`config.mk`:
```
export PLATFORM = sky130hd
export DESIGN_NAME = fetch_unit_flat
export DESIGN_NICKNAME = d
export VERILOG_FILES = /design/src/rtl/fetch_pkg.sv /design/src/rtl/fetch_unit_if.sv /design/src/rtl/fetch_unit_pc.sv /design/src/rtl/fetch_unit.sv /design/src/flat_wrapper.sv
export SDC_FILE = /design/constraint.sdc
export NUM_CORES = 1
export LEC_CHECK = 0
export ABC_AREA = 1
export CAP_MARGIN = 40
export CORE_UTILIZATION = 30
export CTS_BUF_LIST = sky130_fd_sc_hd__clkbuf_8
export CTS_CLUSTER_SIZE = 14
export DETAILED_ROUTE_END_ITERATION = 8
export PLACE_DENSITY = 0.64
export SYNTH_ARGS = -nofsm -noshare
export SYNTH_HDL_FRONTEND = slang
export SYNTH_SLANG_ARGS = --single-unit
```
`constraint.sdc`:
```
create_clock -name clk -period 1.6 [get_ports clk]
set_input_delay 0.16 -clock clk [delete_from_list [all_inputs] [get_ports clk]]
set_output_delay 0.16 -clock clk [all_outputs]
set_load 0.1 [all_outputs]
```
`src/rtl/fetch_pkg.sv`:
```
// rtl/fetch_pkg.sv - shared types and constants for the instruction fetch sequencer
package fetch_pkg;

  typedef enum logic [2:0] {
    IDLE,
    FETCH,
    LOAD,
    ISSUE,
    STALL,
    HALT,
    JFETCH,
    JLOAD
  } fetch_state_e;

  typedef enum logic [1:0] {
    SC_NONE = 2'b00,
    SC_RD   = 2'b01,
    SC_WR   = 2'b10,
    SC_HALT = 2'b11
  } state_ctrl_e;

  localparam logic [7:0] OP_JMP = 8'h20;

  localparam int STALL_CNT_W = 2;

endpackage

```
`src/rtl/fetch_unit_if.sv`:
```
// rtl/fetch_unit_if.sv - ROM, decoder and control signals between the fetch unit and its environment
interface fetch_unit_if;

  logic       run;
  logic       rom_en;
  logic [7:0] rom_addr;
  logic [7:0] rom_data;
  logic [7:0] opcode;
  logic       opcode_valid;
  logic [1:0] state_control;
  logic [7:0] pc;
  logic       halted;

  // fetch unit side
  modport master (
    input  run,
    input  rom_data,
    input  state_control,
    output rom_en,
    output rom_addr,
    output opcode,
    output opcode_valid,
    output pc,
    output halted
  );

  // ROM / decoder / control side
  modport slave (
    output run,
    output rom_data,
    output state_control,
    input  rom_en,
    input  rom_addr,
    input  opcode,
    input  opcode_valid,
    input  pc,
    input  halted
  );

endinterface

```
`src/rtl/fetch_unit_pc.sv`:
```
// rtl/fetch_unit_pc.sv - 8-bit program counter with increment, load and async clear
module program_counter (
  input  logic       clk,
  input  logic       rst_n,
  input  logic       inc_i,
  input  logic       load_i,
  input  logic [7:0] load_val_i,
  output logic [7:0] pc_o
);

  logic [7:0] pc_q;
  logic [7:0] pc_d;

  // load wins over increment; increment wraps 0xFF -> 0x00
  always_comb begin
    pc_d = pc_q;
    if (load_i) begin
      pc_d = load_val_i;
    end else if (inc_i) begin
      pc_d = pc_q + 8'd1;
    end
  end

  // counter register
  always_ff @(posedge clk or negedge rst_n) begin
    if (!rst_n) begin
      pc_q <= 8'h00;
    end else begin
      pc_q <= pc_d;
    end
  end

  assign pc_o = pc_q;

endmodule

```
`src/rtl/fetch_unit.sv`:
```
// rtl/fetch_unit.sv - instruction fetch sequencer; JMP handling enabled by FETCH_JUMP_EN
module fetch_unit
  import fetch_pkg::*;
#(
  parameter int unsigned STALL_RD = 1,
  parameter int unsigned STALL_WR = 2
) (
  input logic          clk,
  input logic          rst_n,
  fetch_unit_if.master bus
);

  localparam logic [STALL_CNT_W-1:0] RD_CNT = STALL_CNT_W'(STALL_RD);
  localparam logic [STALL_CNT_W-1:0] WR_CNT = STALL_CNT_W'(STALL_WR);

  fetch_state_e            state_q;
  logic [STALL_CNT_W-1:0]  cnt_q;
  logic                    rom_en_q;
  logic                    opcode_valid_q;
  logic [7:0]              opcode_q;
  logic                    halted_q;
  logic [7:0]              pc;
  logic                    is_jmp;
  state_ctrl_e             sc;

  assign sc = state_ctrl_e'(bus.state_control);

`ifdef FETCH_JUMP_EN
  assign is_jmp = (opcode_q == OP_JMP);
`else
  assign is_jmp = 1'b0;
`endif

  // pc advances in LOAD; a jump target from ROM replaces it in JLOAD
  program_counter u_pc (
    .clk        (clk),
    .rst_n      (rst_n),
    .inc_i      (state_q == LOAD),
    .load_i     (state_q == JLOAD),
    .load_val_i (bus.rom_data),
    .pc_o       (pc)
  );

  // sequencer FSM; rom_en and opcode_valid are set on entry to the state that owns them
  always_ff @(posedge clk or negedge rst_n) begin
    if (!rst_n) begin
      state_q        <= IDLE;
      cnt_q          <= '0;
      rom_en_q       <= 1'b0;
      opcode_valid_q <= 1'b0;
      opcode_q       <= 8'h00;
      halted_q       <= 1'b0;
    end else begin
      rom_en_q       <= 1'b0;
      opcode_valid_q <= 1'b0;
      case (state_q)
        IDLE: begin
          if (bus.run) begin
            state_q  <= FETCH;
            rom_en_q <= 1'b1;
          end
        end
        FETCH: state_q <= LOAD;
        LOAD: begin
          opcode_q       <= bus.rom_data;
          opcode_valid_q <= 1'b1;
          state_q        <= ISSUE;
        end
        ISSUE: begin
          if (is_jmp) begin
            state_q  <= JFETCH;
            rom_en_q <= 1'b1;
          end else begin
            case (sc)
              SC_NONE: begin
                state_q  <= bus.run ? FETCH : IDLE;
                rom_en_q <= bus.run;
              end
              SC_RD: begin
                cnt_q   <= RD_CNT;
                state_q <= STALL;
              end
              SC_WR: begin
                cnt_q   <= WR_CNT;
                state_q <= STALL;
              end
              SC_HALT: begin
                halted_q <= 1'b1;
                state_q  <= HALT;
              end
            endcase
          end
        end
        STALL: begin
          if (cnt_q == STALL_CNT_W'(1)) begin
            state_q  <= bus.run ? FETCH : IDLE;
            rom_en_q <= bus.run;
          end else begin
            cnt_q <= cnt_q - STALL_CNT_W'(1);
          end
        end
        HALT:   state_q <= HALT;
        JFETCH: state_q <= JLOAD;
        JLOAD: begin
          state_q  <= FETCH;
          rom_en_q <= 1'b1;
        end
      endcase
    end
  end

  assign bus.rom_en       = rom_en_q;
  assign bus.rom_addr     = pc;
  assign bus.opcode       = opcode_q;
  assign bus.opcode_valid = opcode_valid_q;
  assign bus.pc           = pc;
  assign bus.halted       = halted_q;

endmodule

```
`src/flat_wrapper.sv`:
```
// flat-port wrapper written by rule: the top's interface ports become plain ports
module fetch_unit_flat import fetch_pkg::*;
#(
  parameter int unsigned STALL_RD = 1,
  parameter int unsigned STALL_WR = 2
)
  (clk, rst_n, bus_run, bus_rom_data, bus_state_control, bus_rom_en, bus_rom_addr, bus_opcode, bus_opcode_valid, bus_pc, bus_halted);
  fetch_unit_if bus_i ();
  input logic clk;
  input logic rst_n;
  input wire logic [$bits(bus_i.run)-1:0] bus_run;
  input wire logic [$bits(bus_i.rom_data)-1:0] bus_rom_data;
  input wire logic [$bits(bus_i.state_control)-1:0] bus_state_control;
  output wire logic [$bits(bus_i.rom_en)-1:0] bus_rom_en;
  output wire logic [$bits(bus_i.rom_addr)-1:0] bus_rom_addr;
  output wire logic [$bits(bus_i.opcode)-1:0] bus_opcode;
  output wire logic [$bits(bus_i.opcode_valid)-1:0] bus_opcode_valid;
  output wire logic [$bits(bus_i.pc)-1:0] bus_pc;
  output wire logic [$bits(bus_i.halted)-1:0] bus_halted;
  assign bus_i.run = bus_run;
  assign bus_i.rom_data = bus_rom_data;
  assign bus_i.state_control = bus_state_control;
  assign bus_rom_en = bus_i.rom_en;
  assign bus_rom_addr = bus_i.rom_addr;
  assign bus_opcode = bus_i.opcode;
  assign bus_opcode_valid = bus_i.opcode_valid;
  assign bus_pc = bus_i.pc;
  assign bus_halted = bus_i.halted;
  fetch_unit #(.STALL_RD(STALL_RD), .STALL_WR(STALL_WR)) u_core (.clk(clk), .rst_n(rst_n), .bus(bus_i));
endmodule
```
==> impl_metrics.ini <==
[worst_setup_path]
timing.rr.end = u_core.u_pc.pc_o[6]
crit_path_max_fanout = 6
r2r_cells = 8
slowest_delay_ns = 0.49
reg2reg_slack_ns = 0.25
path_delay_family = simple AND/OR/NAND/NOR gates
crit_path_top_delay_cell = dfrtp_4
arrival_ns = 1.52
cp_common_cell = nand2_1
crit_type = register to register
worstPathRequired_ns = 1.77
critPathBufInv = 0
endpoint_kind = register
timing.rr.start = u_core.u_pc.pc_o[0]
crit_chain = ha_1 -> nand3_1 -> nor2_1 -> nand2_1 -> nand2_1 -> nand2_1 -> nand2_1 -> nand2_1
start_kind = register

[flow_run]
max-cap-violations = 0

[detailed_routing]
routed_wl_mm = 2.77
viasPerCell = 4.52
drtIter0Drc = 30
drc = 0
num_vias = 1157
drt_pass1_iterations = 4
wl_per_cell_um = 10.8
antenna_left = 0

[synth]
synthesis.nets = 185
syn_avg_cell_area_um2 = 7.72
synth_area_leaders = dfrtp_1, nand2_1, inv_1
yosys_warnings = 0
ys_types = 23
syn_inst = 170
syn-cell-area_mm2 = 0.00131
ys_ff_latch = 24
synth_top_cell_by_area = dfrtp_1
ys_seq_area_share_pct = 45.8
synth_top_area_share_pct = 45.8

[sta]
setup_viol = 0
worst_slack_ns = 0.254
finalMaxSlewViolations = 0
worstMarginPinSlew_ns = 0.331
rsz0062_at_grt = no
fin_crit_ns = 1.35
relSlewSlack_pct = 77.7
fin_skew_ns = 0.000982
setup_tns_ns = 0
clock.fmax_ghz = 0.743
hold_violations = 0
finalCritPeriodShare_pct = 84.1

[global_route]
grt_pass1_vias = 1128
grt_max_degree = 25
grt_pass1_wl_mm = 4.86
grt_use_total_pct = 14.2
overflow = 0
grt_antenna_before_repair = 0

[clock_network]
clk_pin_slew_ns = 0.08
ctsRootBufferMaster = clkbuf_8
cts_htree_levels = 1
numCtsBuffers = 3
cts_setup_buffers = 0
cts.sinks = 24
cts_resized = 0
ctsLongestPathBuffers = 2
cts_tree = yes
hold_buffers = 0
clk-insertion-delay-late_ns = 0.27

[final_layout]
area_growth_syn_to_layout_pct = 56.5
diodes = 0
fin_nets = 222
drive_gt1_share_pct = 23.3
final_cells = 256

[hold_path]
hp-class = primary input to asynchronous set/reset pin

[placement]
buffer_ports.inserted = 39
gp_congestion = 0.848
hpwl_mm = 2.17
pre_cts_slack_ns = 0.224
dp.cells = 252

[die]
core_area_mm2 = 0.00409
die_w_um = 68.1
rows = 23
fp.dieH_um = 68.1
io_pins = 40
start_util_pct = 32.1
dieArea_mm2 = 0.00464

[run_status]
status = finished, final reports clean
## per-stage QoR
stage,instance area (um2),util (%),hold slack [ns]
finish,2050,50.3,0.249
floorplan,1320,-,-0.136
CTS,2050,50.3,0.254
global route,2050,50.3,0.278
detailed placement,2000,48.9,0.482
global placement,2000,48.9,0.475
## cell families (layout without fill, tap and decap cells)
kind of cell / Yosys count / after routing / share of synthesized area (%)
AO/OA/AOI/OAI: 22 / 22 / 9.91
XOR/XNOR: 3 / 3 / 2.00
adder cells (fa/ha/maj): 2 / 2 / 1.91
buffers and inverters: 39 / 75 / 13.6
flip-flops: 24 / 24 / 45.8
AND/OR/NAND/NOR: 80 / 80 / 26.8
## worst max path at each step
stage / start / endpoint / slack [ns] / cells after the start
after floorplan: u_core.u_pc.pc_o[5] / bus_rom_addr[5] / 0.02 / 1
final: u_core.u_pc.pc_o[0] / u_core.u_pc.pc_o[6] / 0.25 / 8
after detailed placement: bus_state_control[1] / u_core.cnt_q[0] / 0.22 / 6
after global routing: u_core.u_pc.pc_o[0] / u_core.u_pc.pc_o[6] / 0.09 / 8
after global placement: bus_state_control[1] / u_core.cnt_q[1] / 0.24 / 6
after CTS: u_core.u_pc.pc_o[0] / u_core.u_pc.pc_o[6] / 0.24 / 8
## cell usage in the layout, fill, tap and decap left out
cell type / n
xor2_1: 1
xnor2_1: 2
inv_2: 3
dfrtp_1: 19
nand4_1: 2
o211ai_1: 5
nand2_2: 3
nand3_1: 9
nand3_4: 1
nand3_2: 1
o21bai_1: 1
o22ai_1: 1
nor2_1: 7
dfrtp_4: 2
ha_1: 2
o21ai_0: 13
o221ai_1: 1
o21ai_1: 1
nand2_1: 56
inv_1: 26
buf_12: 27
clkbuf_8: 4
dfrtp_2: 3
nor2_4: 1
buf_4: 3
clkdlybuf4s50_1: 12
## state kept, by name (all words and copies together), names as in the netlist
| register | cells |
|---|---|
| u_core.cnt_q | 2 |
| u_core.u_pc.pc_o | 8 |
| u_core.bus.rom_en | 1 |
| u_core.state_q | 3 |
| u_core.bus.halted | 1 |
| u_core.bus.opcode | 8 |
| u_core.bus.opcode_valid | 1 |
## synth_stat cells (all sizes together)
cell type	number
inv	29
xor2	1
ha	2
o21ai	14
clkbuf	1
xnor2	2
nand4	2
o221ai	1
nand3	11
dfrtp	24
buf	9
nand2	59
o211ai	5
o22ai	1
nor2	8
o21bai	1
## per-layer routing
metal,vias to the layer above,routed length [um],share of wire (%),track usage (%)
li1,597,-,-,-
met5,-,0,0,0
met2,30,1270,46,22.4
met3,8,105,3.8,1.50
met4,0,91,3.3,9.11
met1,522,1300,47,18.3
## area by class of cell
type,instances,area [um2]
clock buffers,4,55.1
fillers,375,2030
inverters,29,109
multi-input cells,107,533
flip-flops and latches,24,612
well taps,50,62.6
repair buffers,42,683
Power is left out: the tool's default activity adds up to more than one toggle a clock period on the data nets, which glitch-free logic cannot reach.
